$ cat config.mk
export PLATFORM = sky130hd
export DESIGN_NAME = mul_seq_32
export DESIGN_NICKNAME = d
export VERILOG_FILES = /design/src/rtl/mul_seq_32.sv
export SDC_FILE = /design/constraint.sdc
export NUM_CORES = 1
export LEC_CHECK = 0
export BUFFER_PORTS_ARGS = -buffer_cell sky130_fd_sc_hd__buf_2
export CAP_MARGIN = 20
export CORE_MARGIN = 2
export CORE_UTILIZATION = 30
export DETAILED_ROUTE_END_ITERATION = 16
export GPL_TIMING_DRIVEN = 0
export PLACE_DENSITY_LB_ADDON = 0.05
export REMOVE_ABC_BUFFERS = 1
export SYNTH_ARGS = -nofsm -noshare
export SYNTH_HDL_FRONTEND = slang
export SYNTH_SLANG_ARGS = --single-unit
export TNS_END_PERCENT = 1
$ cat constraint.sdc
create_clock -name CLK -period 19.1 [get_ports CLK]
set_clock_uncertainty 0.2 [all_clocks]
set_input_delay 3.82 -clock CLK [delete_from_list [all_inputs] [get_ports CLK]]
set_output_delay 3.82 -clock CLK [all_outputs]
set_load 0.03 [all_outputs]
$ cat src/rtl/mul_seq_32.sv
// Sequential unsigned 32x32->64 shift-add multiplier built around a ripple-carry
// add/sub unit; START/DONE handshake toward the control unit.

module faCell (
  input  logic a,
  input  logic b,
  input  logic ci,
  output logic s,
  output logic co
);
  assign s  = a ^ b ^ ci;
  assign co = (a & b) | (ci & (a ^ b));
endmodule

module RC_ADD_SUB_32 #(
  parameter int WIDTH = 32
) (
  input  logic [WIDTH-1:0] A,
  input  logic [WIDTH-1:0] B,
  input  logic             SnA,
  output logic [WIDTH-1:0] Y,
  output logic             CO
);
  logic [WIDTH:0] carry;

  // SnA=1 turns the chain into A + ~B + 1
  assign carry[0] = SnA;
  generate
    for (genvar i = 0; i < WIDTH; i++) begin : gBit
      faCell uFa (
        .a (A[i]),
        .b (B[i] ^ SnA),
        .ci(carry[i]),
        .s (Y[i]),
        .co(carry[i+1])
      );
    end
  endgenerate
  assign CO = carry[WIDTH];
endmodule

module mul_seq_32 #(
  parameter bit ZERO_SKIP  = 1'b1,
  parameter int ITER_COUNT = 32
) (
  input  logic        CLK,
  input  logic        RST,
  input  logic        START,
  input  logic [31:0] OP1,
  input  logic [31:0] OP2,
  output logic        BUSY,
  output logic        DONE,
  output logic [31:0] HI,
  output logic [31:0] LO
);
  localparam int CW = $clog2(ITER_COUNT);

  typedef enum logic [1:0] {IDLE, ITER, FIN} state_t;

  state_t          state;
  logic [31:0]     mcand, hi, lo;
  logic [31:0]     addB, addY;
  logic            addCo;
  logic [CW-1:0]   iterCnt;
  logic            zeroOp;
  logic            busy, done;

  assign addB   = lo[0] ? mcand : '0;
  assign zeroOp = ZERO_SKIP && ((OP1 == '0) || (OP2 == '0));

  RC_ADD_SUB_32 uAdd (
    .A  (hi),
    .B  (addB),
    .SnA(1'b0),
    .Y  (addY),
    .CO (addCo)
  );

  always_ff @(posedge CLK or posedge RST) begin
    if (RST) begin
      state   <= IDLE;
      mcand   <= '0;
      hi      <= '0;
      lo      <= '0;
      iterCnt <= '0;
      busy    <= 1'b0;
      done    <= 1'b0;
    end else begin
      case (state)
        ITER: begin
          // {CO,Y,LO[31:1]}: right shift with the adder carry entering bit 63
          hi      <= {addCo, addY[31:1]};
          lo      <= {addY[0], lo[31:1]};
          iterCnt <= iterCnt + 1'b1;
          if (iterCnt == CW'(ITER_COUNT - 1)) begin
            state <= FIN;
            busy  <= 1'b0;
            done  <= 1'b1;
          end
        end
        default: begin
          done <= 1'b0;
          busy <= 1'b0;
          if (START) begin
            mcand   <= OP1;
            iterCnt <= '0;
            hi      <= '0;
            if (zeroOp) begin
              lo    <= '0;
              state <= FIN;
              done  <= 1'b1;
            end else begin
              lo    <= OP2;
              state <= ITER;
              busy  <= 1'b1;
            end
          end else begin
            state <= IDLE;
          end
        end
      endcase
    end
  end

  assign BUSY = busy;
  assign DONE = done;
  assign HI   = hi;
  assign LO   = lo;
endmodule

==> flow_summary_export.csv <==
group,metric,value,unit
run_status,status,"finished, final reports clean",
floorplan,die_w,138,um
route,drt.antenna.violating_nets,0,
pwr,swShare,42.4,%
pwr,ir_drop,0.0722,mV
pwr,p_clk_share,17.6,%
global_route,grt_max_degree,99,
logic_synthesis,yosys_register_bits,103,
timing,post-route-period-util,77.9,%
cells_and_area,final_net_count,659,
pwr,sequentialPowerShare,36.6,%
clock_network,cts_made_buffers,9,
route,via_count,3839,
setup_path,endpoint_kind,"flip-flop",
global_route,grt_pass1_wl,21800,um
timing,setup_viol,0,
clock_network,clk_pin_slew,0.07,ns
cells_and_area,drive_above_1_share,34.0,%
pwr,p_int,630,uW
pwr,total_power,1090,uW
floorplan,initial_utilization,30.9,%
logic_synthesis,synthCells,474,
route,wire_per_inst,17.3,um
logic_synthesis,yosysWarningCount,0,
floorplan,io-pin-count,133,
logic_synthesis,syn_area_per_cell,11.3,um2
logic_synthesis,netlist_area,0.00536,mm2
timing,rsz0062_at_grt,"false",
pwr,combPwrFrac,45.7,%
min_path,worstHoldStart,"mcand[30]",
place,gp_congestion,0.725,
cells_and_area,n_fill_cell,1764,
floorplan,rows,48,
place,hpwl,9290,um
route,vias_per_cell,4.88,
setup_path,critical_path.top_delay_family,"adder cells",
global_route,gr-total-overflow,0,
floorplan,core,0.0174,mm2
setup_path,crit_top_cell,"fa_1",
timing,relSlewSlack,36.7,%
route,dr.pass1.iters,5,
clock_network,cts_resized,0,
setup_path,max_stage_delay,0.71,ns
route,routed_wl,13600,um
logic_synthesis,synth_cell_type_count,28,
setup_path,path_buf_inv,3,
setup_path,cp.required,19.14,ns
timing,worst_pin_slew,0.949,ns
setup_path,r2r_cells,38,
pwr,power.density,172,mW/mm2
min_path,hold_path_depth,1,
floorplan,design.die.area,0.0189,mm2
clock_network,cts_tree,"built",
route,drtIter0Drc,155,
setup_path,crit_path_start_kind,"flip-flop",
setup_path,crit_slowest_cell,"dfrtp_1",
clock_network,worst_skew_pair.late_latency,0.35,ns
timing,fin_crit,14.89,ns
global_route,antenna_found_initial,0,
setup_path,cp_max_fo,21,
clock_network,clock_path_buffers,2,
setup_path,r2r_end,"HI[30]",
clock_network,cts_max_level,3,
min_path,hold_end,"mcand[30]",
global_route,grt_pass1_vias,3918,
setup_path,r2r_slack,4.21,ns
cells_and_area,antenna_cells,0,
min_path,hp-class,"reg2reg",
place,io_buffers,132,
clock_network,root_buffer,"clkbuf_16",
setup_path,arrival,14.93,ns
setup_path,r2r_start,"LO[0]",
cells_and_area,syn_to_final_growth,18.7,%
route,drc_errors,0,
logic_synthesis,seq_area_frac_synth,48.1,%
clock_network,cts_sinks,103,
clock_network,hold_buffers,0,
timing,clock.fmax,67.2,MHz
clock_network,post-cts-setup-buffer-count,0,
pwr,p_leak,0.00295,uW
setup_path,path_class,"reg2reg",
job,maxCapViolations,0,
timing,slew_violations,0,
timing,finalSetupTns,0,ns
global_route,grt_util_all_layers,15.2,%
pwr,p_switching,463,uW
floorplan,die_y,138,um
timing,hold_viol_final,0,
==> flip-flops by register name, summed over array words and instances (netlist names) <==
| name | flops |
|---|---|
| state | 1 |
| iterCnt | 5 |
| DONE | 1 |
| HI | 32 |
| mcand | 32 |
| LO | 32 |
==> logic make-up (layout without fill, tap and decap cells) <==
logic type      after synthesis  in the layout  share of synthesized area, %
compound gates               71             71                          10.1
mux                          32             32                          6.72
xor+xnor                      1              1                         0.163
buf+inv                      97            185                          9.57
simple gates                136            136                          13.1
flops                       103            103                          48.1
fa+ha+maj                    34             34                          12.3
==> power groups by stage <==
stage                     logic, uW  clock network (uW)  registers [uW]
after floorplan                 229                   0             518
after global placement          491                   0             409
after detailed placement        512                   0             404
after CTS                       514                 200             402
after global routing            564                 209             417
final                           500                 193             400
==> per-stage QoR <==
step / instance area (um2) / hold WS [ns] / utilization, % / worst slack [ns] / std cells
detailed placement: 6060 / 0.292 / 34.9 / 4.07 / 772
finish: 6360 / 0.304 / 36.6 / 4.21 / 787
global route: 6360 / 0.323 / 36.6 / 3.55 / 787
floorplan: 4970 / 0.265 / - / 4.54 / 410
CTS: 6360 / 0.308 / 36.6 / 3.98 / 787
global placement: 5910 / 0.283 / 34.1 / 3.60 / 767
==> worst max-delay path by stage <==
stage               start     end  slack [ns]  cells past startpoint
finish              LO[0]  HI[30]        4.21                     38
global route        LO[0]  HI[30]        3.55                     38
CTS                 LO[0]  HI[30]        3.98                     38
detailed placement  LO[0]  HI[30]        4.07                     38
global placement    LO[0]  HI[30]        3.60                     37
floorplan           LO[0]  HI[30]        4.54                     37
==> final cells by class <==
type	count	area, um2	share of cell area, %
timing repair buffer	137	783	12.3
clock buffer	12	256	4.03
clock inverter	3	42.5	0.669
multi-input combinational	274	2290	36.0
sequential	103	2580	40.5
inverter	33	129	2.03
tap	225	282	4.43
==> layout by cell type, fill, tap and decap left out, types with 2 or more instances in the layout <==
cell type	Yosys	final
nand4_1	4	4
fa_1	31	31
nor2_1	2	2
clkbuf_16	0	9
nor4_1	16	16
ha_1	3	3
a221o_2	2	2
mux2_2	32	32
inv_1	33	31
dfrtp_1	103	103
nand2_1	42	42
and3_1	33	33
nand3_1	33	33
o22ai_1	2	2
buf_12	0	2
and2_1	3	3
buf_2	5	132
clkbuf_8	0	2
a221o_1	30	30
buf_16	0	3
o21ai_0	34	34
==> per-layer routing <==
metal | global-route usage, % | vias to the layer above | part of all wire, %
met1 | 21.3 | 1941 | 47
met5 | 0 | - | 0
met3 | 3.61 | 10 | 4.8
met2 | 23.3 | 92 | 48
met4 | 4.64 | 0 | 1.0
li1 | - | 1796 | -
==> cell usage after synthesis <==
cell        n  share of area (%)
nor2b_1     1               0.12
buf_2       5               0.47
ha_1        3               0.70
nand2b_1    1               0.12
mux2_2     32                6.7
fa_1       31                 12
a22o_1      1               0.16
o21ai_0    34                3.2
nor2_2      1               0.12
nand2_1    42                2.9
dfrtp_1   103                 48
nor2_1      2               0.14
and2_1      3               0.35
o22ai_1     2               0.23
nor4_1     16                1.9
buf_6       3               0.63
xor2_1      1               0.16
clkbuf_1   21                1.5
nand4_1     4               0.47
nand3_1    33                3.1
buf_4      32                4.5
a221o_2     2               0.42
buf_1       3               0.21
o31ai_1     1               0.14
a221o_1    30                5.6
and3_1     33                3.9
inv_1      33                2.3
o221a_4     1               0.37
(Power assumes the default switching activity.)
